<file path="src/rtl/isp_pkg.sv">
// Shared ISP definitions: sample width, channel tags, colour-space coefficients and FSM encodings.
package isp_pkg;

  localparam int unsigned COLOR_DEPTH = 8;
  localparam int unsigned TagW        = 3;
  localparam int unsigned CoefW       = 9;
  localparam int unsigned AccW        = 18;
  localparam int unsigned FracBits    = 8;

  typedef logic [TagW-1:0]         tag_t;
  typedef logic signed [CoefW-1:0] coef_t;
  typedef logic signed [AccW-1:0]  acc_t;

  // Input channel tags
  localparam tag_t TagRed   = 3'd0;
  localparam tag_t TagGreen = 3'd1;
  localparam tag_t TagBlue  = 3'd2;
  localparam tag_t TagVoid  = 3'd3;
  // Output channel tags
  localparam tag_t TagY     = 3'd0;
  localparam tag_t TagCb    = 3'd1;
  localparam tag_t TagCr    = 3'd2;

  localparam coef_t CoefYR  = 9'sd77;
  localparam coef_t CoefYG  = 9'sd150;
  localparam coef_t CoefYB  = 9'sd29;
  localparam coef_t CoefCbR = -9'sd43;
  localparam coef_t CoefCbG = -9'sd85;
  localparam coef_t CoefCbB = 9'sd128;
  localparam coef_t CoefCrR = 9'sd128;
  localparam coef_t CoefCrG = -9'sd107;
  localparam coef_t CoefCrB = -9'sd21;

  localparam acc_t OffLuma   = 18'sd0;
  localparam acc_t OffChroma = 18'sd128;

  typedef enum logic [1:0] {StWaitR, StWaitG, StWaitB} asm_state_e;
  typedef enum logic [1:0] {BtIdle, BtCb, BtCr} beat_e;

  function automatic tag_t expected_tag(asm_state_e st);
    case (st)
      StWaitG: return TagGreen;
      StWaitB: return TagBlue;
      default: return TagRed;
    endcase
  endfunction

endpackage

</file>
<file path="src/rtl/rgb2ycbcr_if.sv">
// Sample stream bundle for rgb2ycbcr; bypass_in exists only with RGB2YCBCR_BYPASS_EN defined.
interface rgb2ycbcr_if;
  import isp_pkg::*;

  logic [COLOR_DEPTH-1:0] pixel_in;
  logic                   valid_in;
  tag_t                   color_in;
  logic                   last_col_in;
  logic                   last_pic_in;
`ifdef RGB2YCBCR_BYPASS_EN
  logic                   bypass_in;
`endif

  logic [COLOR_DEPTH-1:0] pixel_out;
  logic                   valid_out;
  tag_t                   color_out;
  logic                   last_col_out;
  logic                   last_pic_out;
  logic                   seq_err;

  modport master (
    output pixel_in, valid_in, color_in, last_col_in, last_pic_in,
`ifdef RGB2YCBCR_BYPASS_EN
    output bypass_in,
`endif
    input  pixel_out, valid_out, color_out, last_col_out, last_pic_out, seq_err
  );

  modport slave (
    input  pixel_in, valid_in, color_in, last_col_in, last_pic_in,
`ifdef RGB2YCBCR_BYPASS_EN
    input  bypass_in,
`endif
    output pixel_out, valid_out, color_out, last_col_out, last_pic_out, seq_err
  );

endinterface

</file>
<file path="src/rtl/ycbcr_dot3.sv">
// Three-term signed dot product with rounding, floor shift, offset and clamp to pixel range.
module ycbcr_dot3
  import isp_pkg::*;
(
  input  coef_t                  coef_a_i,
  input  coef_t                  coef_b_i,
  input  coef_t                  coef_c_i,
  input  logic [COLOR_DEPTH-1:0] s_a_i,
  input  logic [COLOR_DEPTH-1:0] s_b_i,
  input  logic [COLOR_DEPTH-1:0] s_c_i,
  input  acc_t                   offset_i,
  output logic [COLOR_DEPTH-1:0] result_o
);

  localparam acc_t RoundK = 18'sd128;
  localparam acc_t MaxPix = 18'sd255;

  acc_t ca, cb, cc;
  acc_t sa, sb, sc;
  acc_t acc, scaled;

  assign ca = AccW'(coef_a_i);
  assign cb = AccW'(coef_b_i);
  assign cc = AccW'(coef_c_i);
  assign sa = {{(AccW-COLOR_DEPTH){1'b0}}, s_a_i};
  assign sb = {{(AccW-COLOR_DEPTH){1'b0}}, s_b_i};
  assign sc = {{(AccW-COLOR_DEPTH){1'b0}}, s_c_i};

  assign acc    = ca * sa + cb * sb + cc * sc + RoundK;
  // Arithmetic shift floors negative chroma sums before the offset is applied
  assign scaled = (acc >>> FracBits) + offset_i;

  always_comb begin
    if (scaled[AccW-1]) begin
      result_o = '0;
    end else if (scaled > MaxPix) begin
      result_o = '1;
    end else begin
      result_o = scaled[COLOR_DEPTH-1:0];
    end
  end

endmodule

</file>
<file path="src/rtl/rgb2ycbcr.sv">
// Assembles R,G,B sample triplets and emits Y,Cb,Cr beats; RGB2YCBCR_BYPASS_EN adds a pass-through.
module rgb2ycbcr
  import isp_pkg::*;
(
  input logic        clk,
  input logic        rst_n,
  rgb2ycbcr_if.slave bus
);

  // Input register stage
  logic [COLOR_DEPTH-1:0] pix_q;
  logic                   vld_q;
  tag_t                   tag_q;
  logic                   lc_q, lp_q, byp_q;
  logic                   byp_in;

`ifdef RGB2YCBCR_BYPASS_EN
  assign byp_in = bus.bypass_in;
`else
  assign byp_in = 1'b0;
`endif

  always_ff @(posedge clk or negedge rst_n) begin
    if (!rst_n) begin
      pix_q <= '0;
      vld_q <= 1'b0;
      tag_q <= TagVoid;
      lc_q  <= 1'b0;
      lp_q  <= 1'b0;
      byp_q <= 1'b0;
    end else begin
      pix_q <= bus.pixel_in;
      vld_q <= bus.valid_in;
      tag_q <= bus.color_in;
      lc_q  <= bus.last_col_in;
      lp_q  <= bus.last_pic_in;
      byp_q <= byp_in;
    end
  end

  // Triplet assembly
  asm_state_e             state_q;
  logic [COLOR_DEPTH-1:0] r_q, g_q;
  logic                   lc_acc_q, lp_acc_q, byp_acc_q;
  logic                   trip_vld_q;
  logic [COLOR_DEPTH-1:0] trip_r_q, trip_g_q, trip_b_q;
  logic                   trip_lc_q, trip_lp_q, trip_byp_q;
  logic                   seq_err_q;
  logic                   tag_ok;

  assign tag_ok = (tag_q == expected_tag(state_q));

  always_ff @(posedge clk or negedge rst_n) begin
    if (!rst_n) begin
      state_q    <= StWaitR;
      r_q        <= '0;
      g_q        <= '0;
      lc_acc_q   <= 1'b0;
      lp_acc_q   <= 1'b0;
      byp_acc_q  <= 1'b0;
      trip_vld_q <= 1'b0;
      trip_r_q   <= '0;
      trip_g_q   <= '0;
      trip_b_q   <= '0;
      trip_lc_q  <= 1'b0;
      trip_lp_q  <= 1'b0;
      trip_byp_q <= 1'b0;
      seq_err_q  <= 1'b0;
    end else begin
      trip_vld_q <= 1'b0;
      if (vld_q && tag_ok) begin
        case (state_q)
          StWaitR: begin
            r_q       <= pix_q;
            lc_acc_q  <= lc_q;
            lp_acc_q  <= lp_q;
            byp_acc_q <= byp_q;
            state_q   <= StWaitG;
          end
          StWaitG: begin
            g_q      <= pix_q;
            lc_acc_q <= lc_acc_q | lc_q;
            lp_acc_q <= lp_acc_q | lp_q;
            state_q  <= StWaitB;
          end
          StWaitB: begin
            trip_vld_q <= 1'b1;
            trip_r_q   <= r_q;
            trip_g_q   <= g_q;
            trip_b_q   <= pix_q;
            trip_lc_q  <= lc_acc_q | lc_q;
            trip_lp_q  <= lp_acc_q | lp_q;
            trip_byp_q <= byp_acc_q;
            lc_acc_q   <= 1'b0;
            lp_acc_q   <= 1'b0;
            state_q    <= StWaitR;
          end
          default: state_q <= StWaitR;
        endcase
      end else if (vld_q) begin
        // Out-of-order tag: drop the partial triplet, but a RED restarts assembly
        seq_err_q <= 1'b1;
        if (tag_q == TagRed) begin
          r_q       <= pix_q;
          lc_acc_q  <= lc_q;
          lp_acc_q  <= lp_q;
          byp_acc_q <= byp_q;
          state_q   <= StWaitG;
        end else begin
          lc_acc_q <= 1'b0;
          lp_acc_q <= 1'b0;
          state_q  <= StWaitR;
        end
      end
    end
  end

  // Colour conversion
  logic [COLOR_DEPTH-1:0] y_val, cb_val, cr_val;

  ycbcr_dot3 u_dot_y (
    .coef_a_i (CoefYR),
    .coef_b_i (CoefYG),
    .coef_c_i (CoefYB),
    .s_a_i    (trip_r_q),
    .s_b_i    (trip_g_q),
    .s_c_i    (trip_b_q),
    .offset_i (OffLuma),
    .result_o (y_val)
  );

  ycbcr_dot3 u_dot_cb (
    .coef_a_i (CoefCbR),
    .coef_b_i (CoefCbG),
    .coef_c_i (CoefCbB),
    .s_a_i    (trip_r_q),
    .s_b_i    (trip_g_q),
    .s_c_i    (trip_b_q),
    .offset_i (OffChroma),
    .result_o (cb_val)
  );

  ycbcr_dot3 u_dot_cr (
    .coef_a_i (CoefCrR),
    .coef_b_i (CoefCrG),
    .coef_c_i (CoefCrB),
    .s_a_i    (trip_r_q),
    .s_b_i    (trip_g_q),
    .s_c_i    (trip_b_q),
    .offset_i (OffChroma),
    .result_o (cr_val)
  );

  // Beat serialiser: Y now, Cb and Cr held for the next two cycles
  beat_e                  beat_q;
  logic [COLOR_DEPTH-1:0] cb_q, cr_q;
  logic                   hold_lc_q, hold_lp_q, hold_byp_q;
  logic [COLOR_DEPTH-1:0] pix_out_q;
  logic                   vld_out_q, lc_out_q, lp_out_q;
  tag_t                   col_out_q;

  always_ff @(posedge clk or negedge rst_n) begin
    if (!rst_n) begin
      beat_q     <= BtIdle;
      cb_q       <= '0;
      cr_q       <= '0;
      hold_lc_q  <= 1'b0;
      hold_lp_q  <= 1'b0;
      hold_byp_q <= 1'b0;
      pix_out_q  <= '0;
      vld_out_q  <= 1'b0;
      col_out_q  <= TagVoid;
      lc_out_q   <= 1'b0;
      lp_out_q   <= 1'b0;
    end else begin
      pix_out_q <= '0;
      vld_out_q <= 1'b0;
      col_out_q <= TagVoid;
      lc_out_q  <= 1'b0;
      lp_out_q  <= 1'b0;
      if (trip_vld_q) begin
        pix_out_q  <= trip_byp_q ? trip_r_q : y_val;
        col_out_q  <= trip_byp_q ? TagRed : TagY;
        vld_out_q  <= 1'b1;
        cb_q       <= trip_byp_q ? trip_g_q : cb_val;
        cr_q       <= trip_byp_q ? trip_b_q : cr_val;
        hold_lc_q  <= trip_lc_q;
        hold_lp_q  <= trip_lp_q;
        hold_byp_q <= trip_byp_q;
        beat_q     <= BtCb;
      end else begin
        case (beat_q)
          BtCb: begin
            pix_out_q <= cb_q;
            col_out_q <= hold_byp_q ? TagGreen : TagCb;
            vld_out_q <= 1'b1;
            beat_q    <= BtCr;
          end
          BtCr: begin
            pix_out_q <= cr_q;
            col_out_q <= hold_byp_q ? TagBlue : TagCr;
            vld_out_q <= 1'b1;
            lc_out_q  <= hold_lc_q;
            lp_out_q  <= hold_lp_q;
            beat_q    <= BtIdle;
          end
          default: beat_q <= BtIdle;
        endcase
      end
    end
  end

  assign bus.pixel_out    = pix_out_q;
  assign bus.valid_out    = vld_out_q;
  assign bus.color_out    = col_out_q;
  assign bus.last_col_out = lc_out_q;
  assign bus.last_pic_out = lp_out_q;
  assign bus.seq_err      = seq_err_q;

endmodule

</file>
<file path="src/flat_wrapper.sv">
// flat-port wrapper written by rule: the top's interface ports become plain ports
module rgb2ycbcr_flat import isp_pkg::*;
  (clk, rst_n, bus_pixel_in, bus_valid_in, bus_color_in, bus_last_col_in, bus_last_pic_in, bus_pixel_out, bus_valid_out, bus_color_out, bus_last_col_out, bus_last_pic_out, bus_seq_err);
  rgb2ycbcr_if bus_i ();
  input logic clk;
  input logic rst_n;
  input wire logic [$bits(bus_i.pixel_in)-1:0] bus_pixel_in;
  input wire logic [$bits(bus_i.valid_in)-1:0] bus_valid_in;
  input wire logic [$bits(bus_i.color_in)-1:0] bus_color_in;
  input wire logic [$bits(bus_i.last_col_in)-1:0] bus_last_col_in;
  input wire logic [$bits(bus_i.last_pic_in)-1:0] bus_last_pic_in;
  output wire logic [$bits(bus_i.pixel_out)-1:0] bus_pixel_out;
  output wire logic [$bits(bus_i.valid_out)-1:0] bus_valid_out;
  output wire logic [$bits(bus_i.color_out)-1:0] bus_color_out;
  output wire logic [$bits(bus_i.last_col_out)-1:0] bus_last_col_out;
  output wire logic [$bits(bus_i.last_pic_out)-1:0] bus_last_pic_out;
  output wire logic [$bits(bus_i.seq_err)-1:0] bus_seq_err;
  assign bus_i.pixel_in = bus_pixel_in;
  assign bus_i.valid_in = bus_valid_in;
  assign bus_i.color_in = bus_color_in;
  assign bus_i.last_col_in = bus_last_col_in;
  assign bus_i.last_pic_in = bus_last_pic_in;
  assign bus_pixel_out = bus_i.pixel_out;
  assign bus_valid_out = bus_i.valid_out;
  assign bus_color_out = bus_i.color_out;
  assign bus_last_col_out = bus_i.last_col_out;
  assign bus_last_pic_out = bus_i.last_pic_out;
  assign bus_seq_err = bus_i.seq_err;
  rgb2ycbcr u_core (.clk(clk), .rst_n(rst_n), .bus(bus_i));
endmodule
</file>
<file path="config.mk">
export PLATFORM = sky130hd
export DESIGN_NAME = rgb2ycbcr_flat
export DESIGN_NICKNAME = d
export VERILOG_FILES = /design/src/rtl/isp_pkg.sv /design/src/rtl/rgb2ycbcr_if.sv /design/src/rtl/ycbcr_dot3.sv /design/src/rtl/rgb2ycbcr.sv /design/src/flat_wrapper.sv
export SDC_FILE = /design/constraint.sdc
export NUM_CORES = 1
export LEC_CHECK = 0
export ABC_CLOCK_PERIOD_IN_PS = 9350
export CORE_ASPECT_RATIO = 2
export CORE_MARGIN = 2
export CORE_UTILIZATION = 25
export DETAILED_ROUTE_END_ITERATION = 10
export GPL_TIMING_DRIVEN = 0
export PLACE_DENSITY = 0.37
export SLEW_MARGIN = 0
export SYNTH_ARGS = -nofsm -noshare
export SYNTH_HDL_FRONTEND = slang
export SYNTH_HIERARCHICAL = 1
export SYNTH_SLANG_ARGS = --single-unit
</file>
<file path="constraint.sdc">
create_clock -name clk -period 9.35 [get_ports clk]
set_input_delay 1.87 -clock clk [delete_from_list [all_inputs] [get_ports clk]]
set_output_delay 1.87 -clock clk [all_outputs]
set_load 0.005 [all_outputs]
</file>
; Yosys cells after proc, flatten, opt, wreduce, memory -nomap -nowiden
; Index checks and enable logic that the tools add are counted.
[word_totals]
reg_bits = 98
inputBits = 16
out_inout_bits = 15
word_cells = 115
[classes]
addsub = 11
n_mul = 7
order_cmp = 3
n_eq_ne = 7
n_mux = 44
bitwise = 3
reduce_logical = 11
[op_table]
columns = cell, n
row1 = 8-bit two-way mux, 14
row2 = "18-bit by 9-bit adder with 18-bit output, second input constant", 3
row3 = 16-bit by 17-bit adder with 18-bit output, 2
row4 = "8-bit by 9-bit multiplier with 17-bit output, first input constant", 2
row5 = "7-bit by 8-bit multiplier with 15-bit output, first input constant", 2
row6 = "10-bit by 9-bit adder with 11-bit output, second input constant", 2
row7 = "11-bit by 9-bit greater-than comparator with 1-bit output, second input constant", 2
row8 = 1-bit two-way mux, 19
row9 = 18-bit by 14-bit adder with 18-bit output, 1
row10 = 18-bit by 15-bit adder with 18-bit output, 1
row11 = 18-bit by 16-bit adder with 18-bit output, 1
row12 = 18-bit by 17-bit adder with 18-bit output, 1
row13 = "7-bit by 9-bit multiplier with 16-bit output, first input constant", 1
row14 = 8-bit one-hot mux with 2 select lines, 1
row15 = "6-bit by 9-bit multiplier with 15-bit output, first input constant", 1
row16 = "5-bit by 8-bit multiplier with 13-bit output, first input constant", 1
row17 = 2-bit one-hot mux with 2 select lines, 3
row18 = "10-bit by 9-bit greater-than comparator with 1-bit output, second input constant", 1
row19 = 2-bit two-way mux, 4
row20 = 2-bit AND reduction, 4
row21 = 1-bit one-hot mux with 3 select lines, 2
row22 = "2-bit by 1-bit equality test with 1-bit output, second input constant", 2
row23 = "2-bit equality test, second input constant", 2
row24 = "4-bit != test, second input constant", 1
row25 = other kinds (11), 13

; Logic depth before layout (Yosys ltp)
; Gate-level depths: netlist of the first run.
[logic_depth]
ltp_word = 9
ltp_mapped = 35
depth_no_buf = 34

; Cells and area by module
; Netlist of the first run, hierarchy kept.
[by_module_without_submodules]
columns = mod, n_inst, cells_each, area_per_inst_um2, seq_area_each_um2
row1 = ycbcr_dot3 (u_core.u_dot_cr), 1, 1065, 9691.8, 0.0
row2 = ycbcr_dot3 (u_core.u_dot_y), 1, 1052, 9664.3, 0.0
row3 = ycbcr_dot3 (u_core.u_dot_cb), 1, 1064, 9638.0, 0.0
row4 = rgb2ycbcr, 1, 245, 3656.0, 2382.3

; Least setup slack after synthesis of the first run
; No wires, ideal clock.
[synth_timing]
path_kind = flip-flop to flip-flop
from = register u_core.trip_g_q[0]
to = register u_core.cb_q[1]
setup_time_ns = 0.125
arrival_time_ns = 8.137
required_time_ns = 9.225
setup_slack_ns = 1.088
path_stages_with_launch = 31
n_path_buf = 3
period_less_slack_ns = 8.262
cell_sequence = dfrtp_1 -> clkbuf_1 -> nand2_1 -> fa_1 -> inv_1 -> fa_1 -> fa_1 -> fa_1 -> fa_1 -> fa_1 -> inv_1 -> fa_1 -> inv_1 -> ha_1 -> a21o_1 -> a21o_1 -> a21oi_1 -> o21ai_0 -> o22ai_1 -> xnor2_1 -> ha_1 -> buf_2 -> nor3b_1 -> o31ai_1 -> o221ai_1 -> or4_1 -> nor4_1 -> and4_1 -> clkbuf_2 -> a31oi_1 -> mux2_2
[synth_via]
elab_chain_cells = 9
[synth_rtl]
columns = item, line_no
row1 = "start, declared", rgb2ycbcr.sv:46  ; logic [COLOR_DEPTH-1:0] trip_r_q, trip_g_q, trip_b_q;
row2 = "start signal, assigned", rgb2ycbcr.sv:89  ; trip_g_q <= g_q;
row3 = 8-bit by 9-bit multiplier with 17-bit output *, ycbcr_dot3.sv:29  ; assign acc = ca * sa + cb * sb + cc * sc + RoundK;
row4 = 16-bit by 17-bit adder with 18-bit output *, ycbcr_dot3.sv:29
row5 = 18-bit by 16-bit adder with 18-bit output *, ycbcr_dot3.sv:29
row6 = 18-bit by 9-bit adder with 18-bit output *, ycbcr_dot3.sv:29
row7 = 10-bit by 9-bit adder with 11-bit output *, ycbcr_dot3.sv:31  ; assign scaled = (acc >>> FracBits) + offset_i;
row8 = 11-bit by 9-bit greater-than comparator with 1-bit output, ycbcr_dot3.sv:36  ; end else if (scaled > MaxPix) begin
row9 = 8-bit two-way mux, ycbcr_dot3.sv:36
row10 = 8-bit two-way mux *, ycbcr_dot3.sv:34  ; if (scaled[AccW-1]) begin
row11 = net u_core.cb_val[1], rgb2ycbcr.sv:119  ; logic [COLOR_DEPTH-1:0] y_val, cb_val, cr_val;
row12 = 8-bit two-way mux *, rgb2ycbcr.sv:185  ; cb_q <= trip_byp_q ? trip_g_q : cb_val;
row13 = "end signal, assigned", rgb2ycbcr.sv:185
row14 = "end, declared", rgb2ycbcr.sv:156  ; logic [COLOR_DEPTH-1:0] cb_q, cr_q;
; Mark *: on every way through the listed nets, which the timed path passes. The rest lies on a longest branch.
; A chain may end at the register's enable or synchronous reset.

; Worst setup path after layout of the first run
[layout_timing]
from = register u_core.trip_g_q[2]
to = register u_core.cr_q[0]
[layout_via]
elab_chain_cells = 9
[layout_rtl]
columns = item, line_no
row1 = 8-bit by 9-bit multiplier with 17-bit output *, ycbcr_dot3.sv:29
row2 = 16-bit by 17-bit adder with 18-bit output *, ycbcr_dot3.sv:29
row3 = 18-bit by 15-bit adder with 18-bit output *, ycbcr_dot3.sv:29
row4 = 18-bit by 9-bit adder with 18-bit output *, ycbcr_dot3.sv:29
row5 = 10-bit by 9-bit adder with 11-bit output *, ycbcr_dot3.sv:31
row6 = 11-bit by 9-bit greater-than comparator with 1-bit output, ycbcr_dot3.sv:36
row7 = 8-bit two-way mux, ycbcr_dot3.sv:36
row8 = 8-bit two-way mux *, ycbcr_dot3.sv:34
row9 = net u_core.cr_val[0], rgb2ycbcr.sv:119
row10 = 8-bit two-way mux *, rgb2ycbcr.sv:186  ; cr_q <= trip_byp_q ? trip_b_q : cr_val;
row11 = "end signal, assigned", rgb2ycbcr.sv:186
row12 = "end, declared", rgb2ycbcr.sv:156
; Marked as above.

==> flow_summary.ini, run 1 <==
[die]
die_area_mm2 = 0.134
num_rows = 187
core_mm2 = 0.130
floorplan.initialDensity_pct = 25.2
die_w_um = 260
ios = 31
dieHeight_um = 515

[timing]
tightest_slew_ns = 0.843
maxSlewViolCount = 0
relSlewSlack_pct = 43.8
fmax_ghz = 0.111
fin_ws_ns = 0.378
hold_viol = 0
min_period_over_period_pct = 96.0
setup_violations = 0
clock_skew_ns = 0.00713
finalCriticalPeriod_ns = 8.97

[outcome]
status = completed

[setup_path]
cp_data_required_time_ns = 9.64
crit_arrival_ns = 9.26
r2r-start = u_core/trip_g_q[2]
cp_common_cell = fa_1
worstSetupStartpoint = u_core/trip_g_q[2]
path_class = reg -> reg
cp_max_fo = 9
slowest_delay_ns = 0.60
endpoint_kind = flip-flop
critPathSlowestCell = dfrtp_4
r2r_slack_ns = 0.38
start_kind = flip-flop

[global_route]
grt_pass1_wl_mm = 142
grt_pass1_vias = 25400
overflow = 0
antenna_found_initial = 8
grt_max_degree = 67
gr-usage-all-layers_pct = 14.2

[hold_path]
holdCritPathClass = reg -> reg
hp-start = u_core/trip_vld_q

[clocking]
clkSinkCount = 95
cts_buffer_depth = 2
h-tree-depth = 3
clkLatencyLatePin_ns = 0.35
cts_tree = yes
cts_buffers = 9
root_buffer = clkbuf_16
cts.clk_slew.worst_paths_ns = 0.07

[synthesis]
synth-edff-count = 0
synth_area_mm2 = 0.0327
synth_cell_types = 88
ys_ff_latch = 95
syn_avg_cell_area_um2 = 9.53
yosysWarningCount = 6
seq_area_frac_synth_pct = 7.30
synth_ff_type = dfrtp_1
syn_inst = 3426
async_reset_ff_share_pct = 100

[layout]
num-nets-final = 5232
final_cell_mix = inv_1, fa_1, conb_1
final_common_cell = inv_1
syn2layout_area_growth_pct = 18.5
stdcell_count = 5866
drive_above_1_share_pct = 5.24

[placement]
placedCellCount = 5832
dp_slack_ns = -1.52
finalWeightedCongestion = 0.758
dp_hpwl_mm = 79.6
portBuffers = 29

[detailed_routing]
wl_per_cell_um = 15.5
drtPass1Iterations = 4
drtIter0Drc = 491
vias = 22200
drt_wl_total_mm = 90.7
drc_errors = 0
vias_per_cell = 3.78
antenna_left = 0

[pwr]
power.density_mw_per_mm2 = 76.0
peakVddDrop_mv = 0.0880
leakage_nw = 21.0

[job]
maxCapViolations = 0
==> critical path, delay by kind of cell, from the launching register on <==
kind	cells	cell delay [ns]
buffers and inverters	8	1.08
AND/OR/NAND/NOR	4	0.93
flip-flops	1	0.60
AO/OA/AOI/OAI	4	1.07
adder cells (fa/ha/maj)	8	3.74
XOR/XNOR	4	0.93
multiplexers	2	0.53
==> path summary, 6_finish.rpt <==
check | endpoint | cells past startpoint
max | u_core/cr_q[0] | 30
min | u_core/beat_q[0] | 0
max reg2reg | u_core/cr_q[0] | 30
min reg2reg | u_core/beat_q[0] | 0
max in group asynchronous | u_core/trip_b_q[4] | 2
min in group asynchronous | u_core/pix_q[7] | 1
==> power breakdown <==
group | total [mW] | switching, mW | internal [mW]
clock network | 0.366 | 0.174 | 0.192
registers | 0.485 | 0.0425 | 0.443
logic | 2.09 | 1.23 | 0.856
==> metal layers <==
metal  global-route usage (%)  up-vias  wire, um
li1                         -    11000         -
met1                     12.4    11000     27400
met2                     33.0       95     60400
met3                    0.339       33       670
met4                     3.25        0      2220
met5                        0        -         0
==> stage by stage <==
stage	util [%]	setup TNS (ns)	total power, mW	instance area, um2	hold slack, ns
CTS	29.6	0	2.86	38400	0.374
floorplan	-	0	1.86	35200	0.352
global route	29.8	-0.00803	3.25	38700	0.392
global placement	29.0	-29.69	2.36	37600	0.355
finish	29.8	0	2.94	38700	0.372
detailed placement	29.1	-28.52	2.37	37700	0.357
==> logic make-up after synthesis <==
kind of cell               count (synthesis)  synth area share [%]
muxes                                     60                  2.12
buffers and inverters                    997                  11.6
DFF                                       95                  7.30
adders and majority gates               1060                  56.6
other                                      2                0.0230
and+or+nand+nor                          850                  13.9
xor gates and xnor gates                 108                  3.14
AOI/OAI and AO/OA                        254                  5.36
==> registers in the layout, summed over array words and instances (netlist names), 2 cells and up <==
| signal | flops |
|---|---|
| u_core/beat_q | 2 |
| u_core/bus.color_out | 2 |
| u_core/bus.pixel_out | 8 |
| u_core/cb_q | 8 |
| u_core/cr_q | 8 |
| u_core/g_q | 8 |
| u_core/pix_q | 8 |
| u_core/r_q | 8 |
| u_core/state_q | 2 |
| u_core/tag_q | 3 |
| u_core/trip_b_q | 8 |
| u_core/trip_g_q | 8 |
| u_core/trip_r_q | 8 |
==> synthesized netlist by cell type, types with 4 or more instances <==
cell	instances	area, um2
ha_1	364	4550
o21ai_1	6	30.0
clkbuf_1	36	135
inv_1	950	3570
a211oi_1	17	128
nand3_1	15	75.1
mux2_2	53	597
xor2_1	35	307
o21ai_0	38	190
nor2b_1	14	87.6
a21boi_0	5	37.5
nand3b_1	4	30.0
nand4_1	6	37.5
and3_1	4	25.0
and2_1	393	2460
o21a_1	11	82.6
a311oi_1	9	78.8
a22oi_1	10	75.1
o211ai_1	13	97.6
nand2b_1	11	68.8
a21oi_1	57	285
fa_1	696	13900
mux2_4	5	75.1
nor2_1	48	180
or2_2	8	50.1
o21bai_1	5	37.5
a31oi_1	16	100
o22ai_1	6	37.5
dfrtp_1	91	2280
a21o_1	22	165
nor3b_1	6	45.0
nand4b_1	4	35.0
xnor2_1	65	569
nor3_1	23	115
nand2_1	290	1090
dfstp_2	4	105
==> layout make-up <==
type,count,area [um2]
antenna,4,10.0
buffer,45,249
clock buffer,10,239
clock inverter,6,48.8
fill,14000,90900
inverter,950,3570
multi-input combinational,3003,29300
sequential,95,2440
tap,1701,2130
timing repair buffer,52,696
==> repair_timing <==
action	in CTS	in global routing
gates resized for setup	70	35
pin swaps	4	3
setup endpoints to repair	24	20
hold buffers	0	0
buffers inserted	6	10
Power figures use the tool's default switching activity.
==> run 2, diff against run 1 <==
PLACE_DENSITY = unset   (was 0.37)
PLACE_DENSITY_LB_ADDON = 0.12   (was unset)
==> run 2 against run 1 <==
Compared with the run above: flip-flop and latch count stayed put; count of clock-buffer cells in the layout decreased by 1; via count is 0.77% higher; register-to-register slack got worse by 0.03 ns; utilization up 0.14 points; critical endpoint is now u_core/cb_q[1].
==> flow_summary.ini, run 2 (synthesized netlist as in run 1, its figures left out) <==
[outcome]
status = completed

[pwr]
intPower_mw = 1.53
p_switching_mw = 1.47
switching_share_pct = 49.0
power.density_mw_per_mm2 = 77.3
total_power_mw = 3.00
power_frac_seq_pct = 16.1
leakage_nw = 21.1
peakVddDrop_mv = 0.0730
pwr-share-comb_pct = 70.8
p_clk_share_pct = 13.1

[die]
die_w_um = 260
num_rows = 187
dieHeight_um = 515
core_mm2 = 0.130
floorplan.initialDensity_pct = 25.2
die_area_mm2 = 0.134
ios = 31

[timing]
hold_viol = 0
setup_violations = 0
fmax_ghz = 0.111
relSlewSlack_pct = 43.8
fin_ws_ns = 0.352
clock_skew_ns = 0.0104
maxSlewViolCount = 0
min_period_over_period_pct = 96.2
finalCriticalPeriod_ns = 9.00
tightest_slew_ns = 0.844

[placement]
placedCellCount = 5831
finalWeightedCongestion = 0.764
dp_hpwl_mm = 79.5
dp_slack_ns = -1.50
portBuffers = 29

[hold_path]
hp-start = u_core/trip_vld_q
holdCritPathClass = reg -> reg
hold_depth = 0

[layout]
stdcell_count = 5884
drive_above_1_share_pct = 5.67
register_area_mm2 = 0.00245
nFillCells = 14000
utilization_pct = 30.0
final_cell_mix = inv_1, fa_1, conb_1
num-nets-final = 5250
final_common_cell = inv_1
syn2layout_area_growth_pct = 19.0
multi_input_area_mm2 = 0.0293

[detailed_routing]
drtPass1Iterations = 4
drt_wl_total_mm = 94.1
drc_errors = 0
drtIter0Drc = 452
vias = 22300
wl_per_cell_um = 16.0
antenna_left = 0
vias_per_cell = 3.79

[global_route]
gr-usage-all-layers_pct = 14.0
antenna_found_initial = 8
overflow = 0
grt_pass1_wl_mm = 140
grt_max_degree = 64
grt_pass1_vias = 25200

[setup_path]
rr_worst_depth = 31
endpoint_kind = flip-flop
slowest_delay_ns = 0.57
cp_data_required_time_ns = 9.57
cp_max_fo = 9
cp_common_cell = fa_1
start_kind = flip-flop
critPathSlowestCell = fa_1
path_class = reg -> reg
crit_arrival_ns = 9.22
worstSetupStartpoint = u_core/trip_g_q[0]
r2r-start = u_core/trip_g_q[0]

[clocking]
clkSinkCount = 95
hold_buffers = 0
clkLatencyLatePin_ns = 0.34
cts_buffer_depth = 2
cts_buffers = 9
h-tree-depth = 3
cts_tree = yes
root_buffer = clkbuf_16
cts.clk_slew.worst_paths_ns = 0.07

[job]
maxCapViolations = 0
## run 2: worst paths after layout
check / slack, ns / to
setup / recovery: 0.35 / u_core/cb_q[1]
hold / removal: 0.38 / u_core/beat_q[0]
setup reg to reg: 0.35 / u_core/cb_q[1]
hold reg to reg: 0.38 / u_core/beat_q[0]
max in group asynchronous: 7.20 / u_core/trip_g_q[4]
min in group asynchronous: 1.46 / u_core/lc_q
## run 2: through the flow
step	hold WS (ns)	setup TNS [ns]	area, um2
final	0.379	0	38900
after global routing	0.393	-0.0386	38800
after CTS	0.378	0	38400
after detailed placement	0.360	-25.35	37700
after global placement	0.367	-27.24	37600
after floorplan	0.352	0	35200
## run 2: cell type report
type	instances	share of cell area, %
Multi-Input combinational cell	3003	75.3
Sequential cell	95	6.31
Buffer	44	0.663
Timing Repair Buffer	71	2.18
Antenna cell	4	0.0258
Tap cell	1701	5.48
Clock inverter	7	0.251
Clock buffer	9	0.580
Inverter	950	9.18
## run 2: critical path: cells and delay by family (launching register included)
family	cells	cell delay, ns
buffers and inverters	7	0.91
xor gates and xnor gates	1	0.14
DFF	1	0.56
adders and majority gates	9	4.32
and+or+nand+nor	5	1.32
AOI/OAI and AO/OA	8	1.31
muxes	1	0.28
## run 2: routing by layer
metal / wire, um / track usage, % / vias up
met5: 13 / 0 / -
met4: 3030 / 3.25 / 2
met3: 1070 / 0.438 / 54
met2: 62400 / 33.0 / 135
met1: 27600 / 12.0 / 11100
li1: - / - / 11100
## run 2: what timing repair did
item / in CTS / in global routing
endpoints found under the setup margin: 24 / 24
buffers inserted: 6 / 30
gates resized for setup: 74 / 29
pin swaps: 3 / 8
## run 2: power by group through the flow
stage          sequential [mW]  clock, mW  combinational [mW]
2_1_floorplan            0.469          0                1.39
3_3_place_gp             0.505          0                1.87
3_5_place_dp             0.500          0                1.89
4_1_cts                  0.492      0.409                2.01
5_1_grt                  0.490      0.428                2.39
6_report                 0.484      0.394                2.12
